===== src/rtl/usb_tx_packetizer.sv =====
// usb_tx_packetizer: frames a PID, an optional payload stream and its CRC16
// onto the byte handshake of the low-speed serializer. Each packet is one
// tx_valid burst. The block then waits for the line to go idle before it
// accepts the next request.
module usb_tx_packetizer #(
  parameter int MAX_LEN = 8
) (
  input  logic       clk,
  input  logic       reset,
  input  logic       start,
  input  logic [3:0] pid,
  input  logic       zlp,
  input  logic [7:0] in_data,
  input  logic       in_valid,
  input  logic       in_last,
  output logic       in_ready,
  output logic [7:0] tx_data,
  output logic       tx_valid,
  input  logic       tx_ready,
  input  logic       tx_busy,
  output logic       busy,
  output logic       done,
  output logic       err
);

  localparam int CW = $clog2(MAX_LEN + 1);
  localparam logic [CW-1:0] LAST_IDX = CW'(MAX_LEN - 1);

  typedef enum logic [2:0] {
    IDLE,
    PID,
    PAYLOAD,
    CRC_LO,
    CRC_HI,
    DRAIN
  } state_t;

  state_t        state;
  logic [7:0]    pid_byte;
  logic          is_data;
  logic          is_zlp;
  logic [15:0]   crc;
  logic [CW-1:0] count;
  logic          drain_first;

  // Reflected CRC16 (0xA001 shift-right form): data bits are folded in LSB first.
  function automatic logic [15:0] crc16_byte(input logic [15:0] c, input logic [7:0] d);
    logic [15:0] r;
    r = c;
    for (int i = 0; i < 8; i++) begin
      if (r[0] ^ d[i]) r = (r >> 1) ^ 16'hA001;
      else             r = r >> 1;
    end
    return r;
  endfunction

  assign busy     = (state != IDLE);
  assign in_ready = (state == PAYLOAD) && tx_ready && in_valid;

  // Byte offered to the serializer. Payload bytes come straight from the FIFO
  // head, so they stay stable until the FIFO pops them.
  always_comb begin
    tx_data = 8'h00;
    case (state)
      PID:     tx_data = pid_byte;
      PAYLOAD: tx_data = in_data;
      CRC_LO:  tx_data = ~crc[7:0];
      CRC_HI:  tx_data = ~crc[15:8];
      default: tx_data = 8'h00;
    endcase
  end

  // Packet sequencer. tx_valid, done and err are registered in this block.
  always_ff @(posedge clk) begin
    if (!reset) begin
      state       <= IDLE;
      pid_byte    <= 8'h00;
      is_data     <= 1'b0;
      is_zlp      <= 1'b0;
      crc         <= 16'hFFFF;
      count       <= '0;
      drain_first <= 1'b0;
      tx_valid    <= 1'b0;
      done        <= 1'b0;
      err         <= 1'b0;
    end else begin
      done <= 1'b0;
      err  <= 1'b0;
      case (state)
        IDLE: begin
          if (start && !tx_busy) begin
            pid_byte <= {~pid, pid};
            is_data  <= (pid[1:0] == 2'b11);
            is_zlp   <= zlp;
            crc      <= 16'hFFFF;
            count    <= '0;
            tx_valid <= 1'b1;
            state    <= PID;
          end
        end
        PID: begin
          if (tx_ready) begin
            if (!is_data) begin
              tx_valid    <= 1'b0;
              drain_first <= 1'b1;
              state       <= DRAIN;
            end else if (is_zlp) begin
              state <= CRC_LO;
            end else begin
              state <= PAYLOAD;
            end
          end
        end
        PAYLOAD: begin
          if (tx_ready) begin
            if (in_valid) begin
              crc   <= crc16_byte(crc, in_data);
              count <= count + 1'b1;
              if (in_last) begin
                state <= CRC_LO;
              end else if (count == LAST_IDX) begin
                err   <= 1'b1;
                state <= CRC_LO;
              end
            end else begin
              err         <= 1'b1;
              tx_valid    <= 1'b0;
              drain_first <= 1'b1;
              state       <= DRAIN;
            end
          end
        end
        CRC_LO: begin
          if (tx_ready) state <= CRC_HI;
        end
        CRC_HI: begin
          if (tx_ready) begin
            tx_valid    <= 1'b0;
            drain_first <= 1'b1;
            state       <= DRAIN;
          end
        end
        DRAIN: begin
          drain_first <= 1'b0;
          if (!drain_first && !tx_busy) begin
            done  <= 1'b1;
            state <= IDLE;
          end
        end
        default: state <= IDLE;
      endcase
    end
  end

endmodule


===== config.mk =====
export PLATFORM = sky130hd
export DESIGN_NAME = usb_tx_packetizer
export DESIGN_NICKNAME = d
export VERILOG_FILES = /design/src/rtl/usb_tx_packetizer.sv
export SDC_FILE = /design/constraint.sdc
export NUM_CORES = 1
export LEC_CHECK = 0
export ABC_CLOCK_PERIOD_IN_PS = 5850
export CAP_MARGIN = 20
export CELL_PAD_IN_SITES_DETAIL_PLACEMENT = 1
export CELL_PAD_IN_SITES_GLOBAL_PLACEMENT = 1
export CORE_MARGIN = 8
export CORE_UTILIZATION = 25
export CTS_BUF_LIST = sky130_fd_sc_hd__clkbuf_8
export CTS_CLUSTER_DIAMETER = 50
export DETAILED_ROUTE_END_ITERATION = 10
export PLACE_DENSITY_LB_ADDON = 0.1
export SLEW_MARGIN = 20
export SYNTH_ARGS = -nofsm -noshare
export SYNTH_HDL_FRONTEND = slang
export SYNTH_SLANG_ARGS = --single-unit

===== constraint.sdc =====
create_clock -name clk -period 5.85 [get_ports clk]
set_clock_uncertainty 0.2 [all_clocks]
set_input_delay 1.17 -clock clk [delete_from_list [all_inputs] [get_ports clk]]
set_output_delay 1.17 -clock clk [all_outputs]
set_load 0.005 [all_outputs]

==> impl_metrics.py, run 1 <==
metrics = {
    "drt": {
        "vias_per_cell": 4.940,
        "drc": 0,
        "firstDrtPassIters": 4,
        "drt_wl_total_mm": 6.312,
        "vias": 1808,
        "drt_iter0_markers": 49,
        "wl_per_cell_um": 17.25,
        "final_antenna_net_count": 0,
    },
    "hold_path": {
        "hp-class": "reg -> reg",
        "hold_depth": 2,
        "hold_start": "pid_byte[1]$_SDFFE_PN0P_",
    },
    "sta": {
        "finalMaxSlewViolations": 0,
        "setup_viol": 0,
        "finalSetupTns_ns": 0,
        "setup_ws_ns": 1.090,
        "timing_hold_violations_final": 0,
        "tightest_slew_ns": 0.9145,
        "fmax_mhz": 210.1,
        "maxSlewHeadroom_pct": 38.95,
        "fin_crit_ns": 4.760,
        "rsz0062_at_grt": "no",
        "timing.final.crit_share_pct": 81.36,
    },
    "layout": {
        "nets": 285,
        "synthToLayoutAreaGrowth_pct": 24.23,
        "drive_gt1_share_pct": 5.303,
        "final_util_pct": 32.30,
        "n_antenna_cell": 0,
    },
    "power": {
        "switchingPower_uw": 154.3,
        "ir_drop_v": 0.00007052,
        "seqPwrFrac_pct": 47.9,
        "clock_power_share_pct": 33.8,
        "p_leak_uw": 0.0009113,
        "internal_power_uw": 403.0,
        "power_density_nw_per_um2": 222.1,
        "p_comb_share_pct": 18.3,
        "netSwitchingFraction_pct": 27.69,
    },
    "floorplan": {
        "floorplan.initialDensity_pct": 26.00,
        "die-area_sq_um": 11210,
        "die_h_um": 105.9,
        "die_w_um": 105.9,
        "fp-row-count": 32,
        "io_pins": 33,
        "core_area_sq_um": 7767,
    },
    "clock_tree": {
        "cts.htree.levels": 2,
        "root_buffer": "clkbuf_8",
        "clk_path_buf_depth": 2,
        "clk_pin_slew_ns": 0.07,
        "clock_sinks": 37,
        "cts_tree": "built",
        "cts_setup_buffers": 0,
        "cts_hold_buffers": 0,
        "postCtsResizedCells": 0,
        "cts_buffers": 5,
        "clk_latency_ns": 0.29,
    },
    "critical_path": {
        "path_cells": "clkdlybuf4s50_1 > nand2_1 > or3_1 > inv_1 > clkdlybuf4s50_1",
        "slowest_delay_ns": 0.71,
        "cp-startpoint": "tx_ready",
        "rrSetupSlack_ns": 3.28,
        "crit_path_end_kind": "primary output",
        "rr_startpoint": "state[1]$_SDFFE_PN0P_",
        "cp_common_cell": "clkdlybuf4s50_1",
        "critPathKind": "in -> out",
        "arrival_ns": 3.39,
        "required_ns": 4.48,
        "crit_path_start_kind": "primary input",
        "critPathSlowestCell": "clkdlybuf4s50_1",
        "critPathMaxFanout": 13,
        "reg2reg_depth": 6,
    },
    "placement": {
        "portBuffers": 32,
        "pre_cts_slack_ns": 1.056,
        "globalplace.congestion": 0.7181,
        "dp_hpwl_mm": 4.367,
    },
    "yosys": {
        "async_reset_ff_share_pct": 0,
        "postSynthAreaPerCell_sq_um": 8.414,
        "syn-num-nets": 261,
        "yosysWarnings": 0,
        "yosys_most_used_dff": "dfxtp_1",
        "ys_seq_area_share_pct": 36.68,
        "synth_edf_count": 0,
        "postSynthCellCount": 240,
        "ys_types": 44,
        "mappedNetlistArea_sq_um": 2019,
        "ys_ff_latch": 37,
    },
    "global_routing": {
        "antenna_found_initial": 0,
        "grt_util_all_layers_pct": 11.84,
        "grt_pass1_wl_mm": 10.69,
        "grt_pass1_vias": 2039,
        "grt_max_degree": 38,
        "grt.overflow.total": 0,
    },
    "flow_run": {
        "max_cap_viol_count": 0,
    },
    "status": {
        "status": "finished, final reports clean",
    },
}
## final cells by class
type / instances / area (sq um)
Clock buffer: 6 / 82.58
Inverter: 11 / 41.29
Multi-Input combinational cell: 174 / 1170
Timing Repair Buffer: 35 / 342.8
Sequential cell: 37 / 740.7
Fill cell: 941 / 5259
Tap cell: 102 / 127.6
Clock inverter: 1 / 3.754
## routing by layer
| metal | share of wire, % | vias up | global-route usage, % |
|---|---|---|---|
| met5 | 0 | - | 0 |
| li1 | - | 887 | - |
| met1 | 48 | 877 | 14.42 |
| met4 | 1.2 | 0 | 3.417 |
| met3 | 4.5 | 7 | 3.471 |
| met2 | 47 | 37 | 19.71 |
## worst max-delay path, delay by kind of cell
kind,cells,cell delay (ns)
buffers and inverters,3,1.56
AND/OR/NAND/NOR,2,0.65
## synthesized netlist by cell type, drive strengths merged (6+ instances only)
master / number / area (sq um)
nand2b: 6 / 37.54
xnor2: 15 / 138.9
inv: 11 / 41.29
nor2: 9 / 33.78
dfxtp: 37 / 740.7
o21ai: 9 / 45.04
a22oi: 9 / 67.56
clkbuf: 14 / 52.55
o22ai: 20 / 125.1
a21oi: 7 / 35.03
a21boi: 10 / 75.07
nand2: 36 / 135.1
mux2i: 8 / 80.08
## state kept, by name, summed over array words and instances, names as in the netlist
signal and flops:
is_zlp 1, pid_byte 8, crc 16, drain_first 1, state 3, done 1
err 1, is_data 1, count 4, tx_valid 1
## placed cells by master (no fill, tap or decap), types with 2 or more instances in the layout
master / instances
clkdlybuf4s50_1: 32
o21a_1: 2
nor2b_1: 4
nand2_1: 36
nor3_1: 3
buf_4: 3
o21ai_0: 9
o211a_1: 2
xnor3_1: 2
clkbuf_8: 6
inv_1: 12
xnor2_1: 14
nor2_1: 9
mux2i_1: 8
xor2_1: 4
a21oi_1: 7
dfxtp_1: 37
a31oi_1: 2
nor3b_1: 3
nand4_1: 3
nand2b_1: 6
a22oi_1: 9
a21boi_0: 10
o22ai_1: 20
## power by group through the flow
stage	logic (uW)	registers, uW	clock network [uW]
after global placement	103	273	0
final	102	267	188
after detailed placement	102	273	0
after floorplan	67.5	268	0
after CTS	103	267	200
after global routing	113	268	211
## per-stage QoR
stage / cells / hold WS (ns) / area [sq um] / total power (uW)
after detailed placement: 359 / 0.2631 / 2422 / 375.9
after global placement: 359 / 0.2588 / 2422 / 376.1
final: 366 / 0.2673 / 2509 / 557.3
after CTS: 366 / 0.2744 / 2509 / 570.6
after floorplan: 240 / 0.2400 / 2019 / 335.5
after global routing: 366 / 0.2972 / 2509 / 591.9
## logic make-up after synthesis
logic type,synth area share [%]
xor gates and xnor gates,12.83
DFF,36.68
buffers and inverters,5.390
AOI/OAI and AO/OA,22.74
and+or+nand+nor,17.78
adders and majority gates,0.6195
muxes,3.965
## worst paths after layout
path | to
worst max register to register | count[3]$_SDFFE_PN0P_
worst min register to register | pid_byte[1]$_SDFFE_PN0P_
worst max-delay path | in_ready
worst min-delay path | pid_byte[1]$_SDFFE_PN0P_
(Power assumes the default switching activity.)
==> run 2, diff against run 1 <==
ABC_CLOCK_PERIOD_IN_PS = 4000   (was 5850)
clock period = 4 ns   (was 5.85 ns; I/O delays follow)
==> impl_metrics.py, run 2 (synthesized netlist as in run 1, its figures left out) <==
metrics = {
    "critical_path": {
        "crit_path_start_kind": "primary input",
        "reg2reg_depth": 6,
        "rr_startpoint": "state[0]$_SDFFE_PN0P_",
        "r2r_end": "state[2]$_SDFFE_PN0P_",
        "critPathKind": "in -> out",
        "crit_path_end_kind": "primary output",
        "arrival_ns": 2.51,
        "required_ns": 3.00,
        "critPathMaxFanout": 5,
        "rrSetupSlack_ns": 1.69,
    },
    "layout": {
        "n_antenna_cell": 0,
        "drive_gt1_share_pct": 7.749,
        "largest-register": "crc",
        "final_cell_mix": "37 x dfxtp_1, 36 x nand2_1, 32 x clkdlybuf4s50_1",
        "largest_reg_flops": 16,
        "top_regs": "crc x16, pid_byte x8, count x4",
        "final_util_pct": 33.26,
        "final_common_cell": "dfxtp_1",
        "synthToLayoutAreaGrowth_pct": 27.94,
        "nets": 291,
    },
    "floorplan": {
        "floorplan.initialDensity_pct": 26.00,
        "die-area_sq_um": 11210,
        "die_w_um": 105.9,
        "io_pins": 33,
        "core_area_sq_um": 7767,
        "die_h_um": 105.9,
        "fp-row-count": 32,
    },
    "drt": {
        "firstDrtPassIters": 4,
        "wl_per_cell_um": 16.93,
        "drc": 0,
        "vias_per_cell": 4.933,
        "vias": 1840,
        "drt_wl_total_mm": 6.316,
        "final_antenna_net_count": 0,
        "drt_iter0_markers": 76,
    },
    "hold_path": {
        "hold_start": "pid_byte[1]$_SDFFE_PN0P_",
        "hold_depth": 2,
        "worstHoldEndpoint": "pid_byte[1]$_SDFFE_PN0P_",
        "hp-class": "reg -> reg",
    },
    "sta": {
        "timing.hold.ws_ns": 0.2667,
        "finalSetupTns_ns": 0,
        "finalMaxSlewViolations": 0,
        "fmax_mhz": 285.1,
        "fin_crit_ns": 3.508,
        "tightest_slew_ns": 0.7534,
        "timing_hold_violations_final": 0,
        "setup_viol": 0,
        "maxSlewHeadroom_pct": 49.67,
        "timing.final.crit_share_pct": 87.69,
        "rsz0062_at_grt": "no",
    },
    "global_routing": {
        "grt.overflow.total": 0,
        "grt_pass1_wl_mm": 10.37,
        "grt_max_degree": 28,
        "antenna_found_initial": 0,
        "grt_util_all_layers_pct": 11.67,
        "grt_pass1_vias": 1975,
    },
    "power": {
        "ir_drop_v": 0.0001363,
        "p_leak_uw": 0.0009552,
        "finalPower_uw": 883.1,
        "power_density_nw_per_um2": 341.8,
    },
    "clock_tree": {
        "clock_sinks": 37,
        "cts_tree": "built",
        "clk_latency_ns": 0.28,
        "cts_buffers": 5,
        "cts_hold_buffers": 0,
        "cts_setup_buffers": 0,
        "clk_path_buf_depth": 2,
        "root_buffer": "clkbuf_8",
        "postCtsResizedCells": 0,
        "cts.htree.levels": 2,
        "clk_pin_slew_ns": 0.07,
    },
    "status": {
        "status": "finished, final reports clean",
    },
    "placement": {
        "portBuffers": 32,
        "dp_hpwl_mm": 4.571,
        "globalplace.congestion": 0.7241,
    },
    "flow_run": {
        "max_cap_viol_count": 0,
    },
}
run 2: cell types whose count changed in the layout (fill, tap and decap cells not counted):
cell,previous run,this run
buf_4,3,9
bufinv_16,0,1
run 2: area by class of cell:
type,count,area [sq um]
Clock buffer,6,82.58
Fill cell,937,5184
Sequential cell,37,740.7
Inverter,11,41.29
Clock inverter,2,33.78
Timing Repair Buffer,41,387.9
Multi-Input combinational cell,174,1170
Tap cell,102,127.6
run 2: power by group:
group          switching (uW)  internal, uW
Combinational            77.3          79.2
Sequential               9.29           378
Clock                     138           201
run 2: metrics by stage:
step                      setup WS [ns]  instance area [sq um]  instances
after detailed placement         0.4887                   2467        365
after CTS                        0.4664                   2584        373
after global placement           0.5197                   2467        365
final                            0.4925                   2584        373
after global routing             0.3253                   2584        373
after floorplan                   1.382                   2019        240
run 2: layer usage:
metal  part of all wire [%]  vias to the layer above  track usage, %  routed length, um
met1                     47                      902           14.33               2999
met5                      0                        -               0                  0
met4                    2.2                        0           4.523                136
met3                    3.1                        8           2.801                197
li1                       -                      902               -                  -
met2                     47                       28           19.21               2983
run 2: how the worst max path moves through the flow:
| stage | start | endpoint | slack [ns] | cells past startpoint |
|---|---|---|---|---|
| finish | in_valid | in_ready | 0.49 | 5 |
| global route | state[0]$_SDFFE_PN0P_ | tx_data[6] | 0.33 | 4 |
| CTS | state[0]$_SDFFE_PN0P_ | tx_data[0] | 0.47 | 4 |
| detailed placement | in_valid | in_ready | 0.49 | 5 |
| global placement | in_valid | in_ready | 0.52 | 5 |
| floorplan | tx_ready | in_ready | 1.38 | 4 |
run 2: worst max-delay path, stage by stage:
cell and delay [ns]:
clkdlybuf4s50_1 0.55, nand2b_1 0.14, or3_1 0.40, inv_1 0.11, clkdlybuf4s50_1 0.51
